**config.mk**
```make
export PLATFORM = sky130hd
export DESIGN_NAME = vote_result_uart_tx
export DESIGN_NICKNAME = d
export VERILOG_FILES = /design/src/rtl/vote_result_uart_tx.sv
export SDC_FILE = /design/constraint.sdc
export NUM_CORES = 1
export LEC_CHECK = 0
export ABC_CLOCK_PERIOD_IN_PS = 2450
export CAP_MARGIN = 20
export CORE_ASPECT_RATIO = 0.5
export CORE_MARGIN = 2
export CORE_UTILIZATION = 50
export DETAILED_ROUTE_END_ITERATION = 12
export PLACE_DENSITY = 0.75
export SYNTH_ARGS = -nofsm -noshare
export SYNTH_HDL_FRONTEND = slang
export SYNTH_SLANG_ARGS = --single-unit
```
**constraint.sdc**
```tcl
create_clock -name clk -period 2.45 [get_ports clk]
set_input_delay 0.49 -clock clk [delete_from_list [all_inputs] [get_ports clk]]
set_output_delay 0.49 -clock clk [all_outputs]
set_load 0.1 [all_outputs]
```
**src/rtl/vote_result_uart_tx.sv**
```systemverilog
// Serial read-out of the four vote tallies as an 8N1 UART frame: HEADER, can1..can4.
// Define VOTE_TX_CHECKSUM_EN to append an XOR checksum byte computed from the snapshot.
module vote_result_uart_tx #(
    parameter int          CLKS_PER_BIT = 868,
    parameter logic [7:0]  HEADER       = 8'hA5
) (
    input  logic       clk,
    input  logic       reset,
    input  logic       mode,
    input  logic       start,
    input  logic [7:0] recev_can1,
    input  logic [7:0] recev_can2,
    input  logic [7:0] recev_can3,
    input  logic [7:0] recev_can4,
    output logic       tx,
    output logic       busy,
    output logic       done
);

`ifdef VOTE_TX_CHECKSUM_EN
    localparam int FRAME_BYTES = 6;
`else
    localparam int FRAME_BYTES = 5;
`endif
    localparam int BAUD_W = (CLKS_PER_BIT > 1) ? $clog2(CLKS_PER_BIT) : 1;

    typedef enum logic [1:0] {
        IDLE      = 2'd0,
        START_BIT = 2'd1,
        DATA_BITS = 2'd2,
        STOP_BIT  = 2'd3
    } state_t;

    state_t            state_q, state_d;
    logic [BAUD_W-1:0] baud_q, baud_d;
    logic [2:0]        bit_q, bit_d;
    logic [2:0]        byte_q, byte_d;
    logic [7:0]        can1_q, can1_d, can2_q, can2_d;
    logic [7:0]        can3_q, can3_d, can4_q, can4_d;
    logic              tx_q, tx_d;
    logic              busy_q, busy_d;
    logic              done_q, done_d;
    logic              baud_last;
    logic              accept;
    logic [7:0]        cur_byte_d;

    function automatic logic [7:0] frame_byte(
        input logic [2:0] idx,
        input logic [7:0] c1,
        input logic [7:0] c2,
        input logic [7:0] c3,
        input logic [7:0] c4
    );
        case (idx)
            3'd0:    return HEADER;
            3'd1:    return c1;
            3'd2:    return c2;
            3'd3:    return c3;
            3'd4:    return c4;
`ifdef VOTE_TX_CHECKSUM_EN
            3'd5:    return c1 ^ c2 ^ c3 ^ c4;
`endif
            default: return HEADER;
        endcase
    endfunction

    assign baud_last = (baud_q == BAUD_W'(CLKS_PER_BIT - 1));
    assign accept    = (state_q == IDLE) && start && mode;

    always_ff @(posedge clk) begin
        if (reset) begin
            state_q <= IDLE;
            baud_q  <= '0;
            bit_q   <= '0;
            byte_q  <= '0;
            can1_q  <= '0;
            can2_q  <= '0;
            can3_q  <= '0;
            can4_q  <= '0;
            tx_q    <= 1'b1;
            busy_q  <= 1'b0;
            done_q  <= 1'b0;
        end else begin
            state_q <= state_d;
            baud_q  <= baud_d;
            bit_q   <= bit_d;
            byte_q  <= byte_d;
            can1_q  <= can1_d;
            can2_q  <= can2_d;
            can3_q  <= can3_d;
            can4_q  <= can4_d;
            tx_q    <= tx_d;
            busy_q  <= busy_d;
            done_q  <= done_d;
        end
    end

    // Baud counter wraps at CLKS_PER_BIT-1; bit and byte indices advance on the wrap.
    always_comb begin
        state_d = state_q;
        baud_d  = baud_q;
        bit_d   = bit_q;
        byte_d  = byte_q;
        can1_d  = can1_q;
        can2_d  = can2_q;
        can3_d  = can3_q;
        can4_d  = can4_q;
        case (state_q)
            IDLE: begin
                if (accept) begin
                    state_d = START_BIT;
                    baud_d  = '0;
                    bit_d   = '0;
                    byte_d  = '0;
                    can1_d  = recev_can1;
                    can2_d  = recev_can2;
                    can3_d  = recev_can3;
                    can4_d  = recev_can4;
                end
            end
            START_BIT: begin
                if (baud_last) begin
                    state_d = DATA_BITS;
                    baud_d  = '0;
                    bit_d   = '0;
                end else begin
                    baud_d  = baud_q + BAUD_W'(1);
                end
            end
            DATA_BITS: begin
                if (baud_last) begin
                    baud_d = '0;
                    if (bit_q == 3'd7) state_d = STOP_BIT;
                    else               bit_d   = bit_q + 3'd1;
                end else begin
                    baud_d = baud_q + BAUD_W'(1);
                end
            end
            STOP_BIT: begin
                if (baud_last) begin
                    baud_d = '0;
                    if (byte_q == 3'(FRAME_BYTES - 1)) begin
                        state_d = IDLE;
                    end else begin
                        state_d = START_BIT;
                        byte_d  = byte_q + 3'd1;
                    end
                end else begin
                    baud_d = baud_q + BAUD_W'(1);
                end
            end
            default: state_d = IDLE;
        endcase
    end

    // Outputs are registered from the next state so tx drops on the accepting edge.
    always_comb begin
        cur_byte_d = frame_byte(byte_d, can1_d, can2_d, can3_d, can4_d);
        tx_d       = 1'b1;
        busy_d     = (state_d != IDLE);
        done_d     = (state_q == STOP_BIT) && (state_d == IDLE);
        case (state_d)
            START_BIT: tx_d = 1'b0;
            DATA_BITS: tx_d = cur_byte_d[bit_d];
            default:   tx_d = 1'b1;
        endcase
    end

    assign tx   = tx_q;
    assign busy = busy_q;
    assign done = done_q;

endmodule
```
## Word level (Yosys, flattened, before mapping)

Index checks and enable logic that the tools add are counted.

- Flip-flop bits (word level): 53
- Output and inout port bits: 3

- $add $sub $neg: 3
- $lt $le $gt $ge: 1
- Eq/ne operators: 13
- Multiplexer cells: 31
- Reductions and logical operators: 7

Operators by type and width:

| kind | count |
|---|---|
| two-way mux 8 bit | 8 |
| one-hot mux 8 bit (4 select lines) | 1 |
| two-way mux 3 bit | 7 |
| two-way mux 10 bit | 2 |
| one-hot mux 10 bit (2 select lines) | 1 |
| adder 10 x 1 -> 10 bit, second input constant | 1 |
| equality test 10 bit, second input constant | 1 |
| two-way mux 2 bit | 5 |
| equality test 3 bit, second input constant | 3 |
| one-hot mux 3 bit (3 select lines) | 1 |
| one-hot mux 2 bit (4 select lines) | 1 |
| adder 3 x 1 -> 3 bit, second input constant | 2 |
| equality test 2 bit, second input constant | 3 |
| equality test 3 x 2 -> 1 bit, second input constant | 2 |
| one-hot mux 3 bit (2 select lines) | 1 |
| equality test 2 x 1 -> 1 bit, second input constant | 2 |
| zero test 2 bit | 2 |
| less-than comparator 3 x 4 -> 1 bit, second input constant | 1 |
| binary-select mux 1 bit (select 3 bit) | 1 |
| equality test 3 x 1 -> 1 bit, second input constant | 1 |
| logical AND 1 bit | 3 |
| OR reduction 3 bit | 1 |
| two-way mux 1 bit | 2 |
| inequality test 2 bit, second input constant | 1 |
| 2 further kinds | 2 |

## Longest topological paths before layout

- Word-level depth: 10
- Mapped depth: 12

## Worst setup path before layout

OpenSTA, ideal clock, no wires.

- Path type: flip-flop to flip-flop
- Start point: register state_q[1]
- End point: register tx_q (netlist: tx)
- Data arrival time: 2.247 ns
- Setup slack: 0.080 ns
- Cell stages (with the launch flop): 12
- Period minus slack after synthesis: 2.370 ns
- Cell sequence: dfxtp_1 > inv_1 > ha_1 > clkbuf_8 > and3b_1 > nand4_1 > o211ai_4 > mux4_1 > a211oi_1 > nor4_1 > nor3_1 > nand3_1

- Longest elaborated chain between the ends: 10
- Elaborated cells on any way between the ends: 34
- Those cells by class: eq/ne: 9; mux: 22; reduce/logical: 3

RTL lines:

| item | RTL line | source |
|---|---|---|
| from (decl) | 34 | `state_t state_q, state_d;` |
| from (signal assigned) | 84 | `state_q <= state_d;` |
| zero test 2 bit | 68, 108 |  |
| logical AND 1 bit (2 in a row) | 68 | `assign accept = (state_q == IDLE) && start && mode;` |
| two-way mux 3 bit | 110 | `if (accept) begin` |
| one-hot mux 3 bit (2 select lines) | 108 | `case (state_q)` |
| equality test 3 bit, or another cell as far along | 54 | `case (idx)` |
| one-hot mux 8 bit (4 select lines) | 54 |  |
| binary-select mux 1 bit (select 3 bit) | 164 | `DATA_BITS: tx_d = cur_byte_d[bit_d];` |
| two-way mux 1 bit (implied by the code) | 164 |  |
| one-hot mux 1 bit (2 select lines) * | 162 | `case (state_d)` |
| to (signal assigned) | 92 | `tx_q <= tx_d;` |
| to (decl) | 40 | `logic tx_q, tx_d;` |

Every way passes the cells marked *; elsewhere a longest branch is shown, timed or not. The select of a mux whose other input is x is not followed.
A chain may end at the register's enable or synchronous reset.

## Worst setup path in the final report

- Start point: register baud_q[0]
- End point: register tx_q (netlist: tx)

- Longest elaborated chain between the ends: 8
- Elaborated cells on any way between the ends: 20
- Those cells by class: eq/ne: 7; mux: 13

RTL lines:

| item | RTL line | source |
|---|---|---|
| from (decl) | 35 | `logic [BAUD_W-1:0] baud_q, baud_d;` |
| from (signal assigned) | 85 | `baud_q <= baud_d;` |
| equality test 10 bit * | 67 | `assign baud_last = (baud_q == BAUD_W'(CLKS_PER_BIT - 1));` |
| two-way mux 3 bit | 140 | `if (baud_last) begin` |
| one-hot mux 3 bit (2 select lines) | 108 |  |
| equality test 3 bit, or another cell as far along | 54 |  |
| one-hot mux 8 bit (4 select lines) | 54 |  |
| binary-select mux 1 bit (select 3 bit) | 164 |  |
| two-way mux 1 bit (implied by the code) | 164 |  |
| one-hot mux 1 bit (2 select lines) * | 162 |  |

Marks and branches as above.

==> results_dict.tcl <==
set metrics [dict create \
    cells_traversed_along_the_worst_timing_path "ha_2, and4b_1, buf_6, nand4_4, mux2_4, a221oi_2, a211oi_2, o31ai_1, a31o_1, nand3_1" \
    synth_async_sr_flop_share_pct 0 \
    critical_path_s_top_delay_family "compound AO/OA/AOI/OAI gates" \
    synth_area_per_cell_um2 8.83 \
    final_design_area_no_fill_mm2 0.00405 \
    synth_enable_flop_cells 0 \
    synth_compound_area_share_pct 18.9 \
    route.detailed.drc 0 \
    number_of_non_filler_instances_in_the_completed_layout 500 \
    dpl.cell_count 490 \
    hold-worst-slack_ns 0.456 \
    fin_ws_ns 0.0165 \
    pre_antenna_drt_iters 5 \
    synthAdderAreaFrac_pct 3.73 \
    sw_frac_of_total_pct 36.8 \
    dpl.hpwl_um 5850 \
    routedWlPerCell_um 15.5 \
    die_area_mm2 0.00671 \
    grt_overflow_total 0 \
    cts.htree.levels 2 \
    grt_start_max_net_pins 20 \
    postCtsHoldBufs 0 \
    cellPowerDensity_mw_per_mm2 794 \
    row_count 19 \
    timing.critical_path.depth 10 \
    xor_and_xnor_area_share_after_synthesis_pct 2.90 \
    postSynthNetCount 387 \
    min_cycle_time_layout_ns 2.43 \
    max_freq_mhz 411 \
    yosys-mux-area-fraction_pct 11.5 \
    report.power.total_mw 3.22 \
    clk_pin_slew_worst_paths_ns 0.07 \
    gp_congestion 0.975 \
    fp.dieH_um 58.9 \
    path_class "flop to flop" \
    p_leak_nw 1.57 \
    endpoint "tx" \
    maximum_fanout_count_along_the_critical_path 7 \
    drive_above_1_share_pct 26.9 \
    top_level_ports 39 \
    fin_crit_sh_pct 99.3 \
    p_comb_share_pct 45.7 \
    crit_start "baud_q[0]" \
    ir_worst_vdd_uv 504 \
    floorplan.die.width_um 114 \
    rrSetupSlack_ns 0.02 \
    timing.setup.tns_ns 0 \
    r2r.worst_path.cells 10 \
    hold_viol_final 0 \
    power_frac_clock_pct 23.3 \
    max-slew-margin-rel_pct 70.9 \
    timing.critical_path.buf_inv 1 \
    yosysUniqueCellTypes 63 \
    grt_pass1_wl_um 13000 \
    layout.nets 471 \
    postSynthRegisterBits 53 \
    clk_latency_ns 0.30 \
    tightest_slew_ns 0.436 \
    setup_violations 0 \
    seq_power_share_pct 31.0 \
    worstPathArrival_ns 2.62 \
    switching_power_mw 1.18 \
    initial_core_util_pct 53.4 \
    maximum_capacitance_violations 0 \
    synthCells 342 \
    reg2reg_to "tx" \
    synth_top_family_by_area "simple AND/OR/NAND/NOR gates" \
    cp_data_required_time_ns 2.64 \
    timing.critical_path.slowest_stage_cell "sky130_fd_sc_hd__mux2_4" \
    clock_sinks 53 \
    grt_setup_unrepaired "true" \
    gr-usage-all-layers_pct 24.8 \
    worstReg2RegStart "baud_q[0]" \
    antenna-diode-count 0 \
    via_per_inst 5.63 \
    cts_buffers 5 \
    via_count_of_the_first_global_routing_pass 2707 \
    utilization_pct 71.6 \
    clk_root_buffer_cell "sky130_fd_sc_hd__clkbuf_16" \
    status "completed" \
    first_iter_violations 196 \
    number_of_nets_with_antenna_violations_after_routing 0 \
    p_int_mw 2.03 \
    end_kind "flop" \
    place.port_buffers 38 \
    core-area_mm2 0.00566 \
    vias 2815 \
    mappedNetlistArea_mm2 0.00302 \
    cts-root-to-sink-buffers 2 \
    synth_sequential_area_ratio_pct 35.1 \
    start_kind "flop" \
    grt_antenna_before_repair 0 \
    final-max-slew-violation-count 0 \
    tritoncts "done" \
    finalWirelength_um 7750 \
    synth.yosys.warnings 0 \
    synth_simple_gate_area_share_pct 21.6 \
    pre_cts_ws_ns -0.326 \
    placedInstanceArea_mm2 0.00376 \
    critical-path-max-stage-delay_ns 0.37 \
    syn2layout_area_growth_pct 34.1 \
    hold_path_class "flop to flop" \
    synth-main-ff-cell "sky130_fd_sc_hd__dfxtp_1" \
    worst_clock_skew_ns 0.00752 \
]
-- layout make-up --
type | instances | area [um^2]
inverters | 8 | 30.0
fillers | 429 | 1610
clock inverters | 2 | 17.5
repair buffers | 97 | 830
flip-flops and latches | 53 | 1060
clock buffers | 6 | 139
well taps | 73 | 91.3
multi-input cells | 261 | 1880
-- registers in the layout, indices dropped and copies added (netlist names) --
signal	count
busy	1
state_q	2
byte_q	3
can2_q	8
can3_q	8
can4_q	8
baud_q	10
can1_q	8
tx	1
done	1
bit_q	3
-- cells in the final DEF, fill, tap and decap left out, types with 3 or more instances in the layout --
master,netlist,layout
sky130_fd_sc_hd__buf_4,0,59
sky130_fd_sc_hd__dfxtp_1,53,51
sky130_fd_sc_hd__nand2_1,46,46
sky130_fd_sc_hd__nor2_1,41,39
sky130_fd_sc_hd__clkdlybuf4s50_1,0,34
sky130_fd_sc_hd__a21oi_1,28,28
sky130_fd_sc_hd__mux2i_1,19,19
sky130_fd_sc_hd__nand3_1,11,10
sky130_fd_sc_hd__nor3_1,10,9
sky130_fd_sc_hd__o21ai_0,11,8
sky130_fd_sc_hd__nand4_1,8,8
sky130_fd_sc_hd__inv_1,8,7
sky130_fd_sc_hd__xor2_1,7,7
sky130_fd_sc_hd__ha_1,9,5
sky130_fd_sc_hd__clkbuf_16,0,5
sky130_fd_sc_hd__mux4_2,2,4
sky130_fd_sc_hd__a211oi_2,1,4
sky130_fd_sc_hd__and3_1,4,3
sky130_fd_sc_hd__o22ai_1,4,3
sky130_fd_sc_hd__nor2b_1,3,3
sky130_fd_sc_hd__xnor2_1,3,3
sky130_fd_sc_hd__ha_4,0,3
sky130_fd_sc_hd__buf_6,8,3
-- what timing repair did --
action | CTS | global route
setup endpoints to repair | 1 | 1
gates resized for setup | 3 | 30
pin swaps | 0 | 7
gates cloned | 0 | 0
setup buffers | 0 | 2
-- kinds of logic (layout without fill, tap and decap cells) --
family                     Yosys count  in the layout
AOI/OAI and AO/OA                   78             78
xor gates and xnor gates            10             10
muxes                               27             27
and+or+nand+nor                    137            137
adders and majority gates            9              9
buffers and inverters               28            113
DFF                                 53             53
-- worst reg2reg max path: cells and delay by family (launching register included) --
kind | cells | cell delay (ns)
adder cells (fa/ha/maj) | 1 | 0.18
AO/OA/AOI/OAI | 4 | 0.81
multiplexers | 1 | 0.37
flip-flops | 1 | 0.33
buffers and inverters | 1 | 0.15
AND/OR/NAND/NOR | 3 | 0.48
-- synthesized netlist by cell type, types with 3 or more instances --
cell	count	area share [%]
sky130_fd_sc_hd__dfxtp_1	53	35
sky130_fd_sc_hd__nand2_1	46	5.7
sky130_fd_sc_hd__nor2_1	41	5.1
sky130_fd_sc_hd__a21oi_1	28	4.6
sky130_fd_sc_hd__mux2i_1	19	6.3
sky130_fd_sc_hd__nand3_1	11	1.8
sky130_fd_sc_hd__o21ai_0	11	1.8
sky130_fd_sc_hd__nor3_1	10	1.7
sky130_fd_sc_hd__clkbuf_1	9	1.1
sky130_fd_sc_hd__ha_1	9	3.7
sky130_fd_sc_hd__buf_6	8	3.0
sky130_fd_sc_hd__inv_1	8	0.99
sky130_fd_sc_hd__nand4_1	8	1.7
sky130_fd_sc_hd__xor2_1	7	2.0
sky130_fd_sc_hd__a211oi_1	4	0.99
sky130_fd_sc_hd__and3_1	4	0.83
sky130_fd_sc_hd__o22ai_1	4	0.83
sky130_fd_sc_hd__nor2b_1	3	0.62
sky130_fd_sc_hd__xnor2_1	3	0.87
-- layer usage --
metal | GRT usage (%) | wire length, um | up-vias
met5 | 0 | 0 | -
met4 | 7.49 | 97 | 0
met3 | 5.56 | 444 | 7
met2 | 41.4 | 3650 | 82
met1 | 32.8 | 3550 | 1333
li1 | - | - | 1393
-- power by group through the flow --
stage / Clock, mW / Sequential, mW / Combinational (mW)
after floorplan: 0 / 1.10 / 0.762
after global placement: 0 / 1.01 / 1.31
after detailed placement: 0 / 1.01 / 1.34
after CTS: 0.766 / 0.992 / 1.36
after global routing: 0.803 / 1.01 / 1.60
final: 0.750 / 0.996 / 1.47
-- how the worst min path moves through the flow --
stage | start | end | cells after the start | slack (ns)
finish | can1_q[3] | can1_q[3] | 2 | 0.46
global route | can2_q[1] | can2_q[1] | 2 | 0.48
CTS | can1_q[3] | can1_q[3] | 2 | 0.45
detailed placement | can1_q[3] | can1_q[3] | 2 | 0.44
global placement | can3_q[6] | can3_q[6] | 2 | 0.44
floorplan | can1_q[6] | can1_q[6] | 2 | 0.43
No activity file was read; power rests on OpenSTA's default activity.
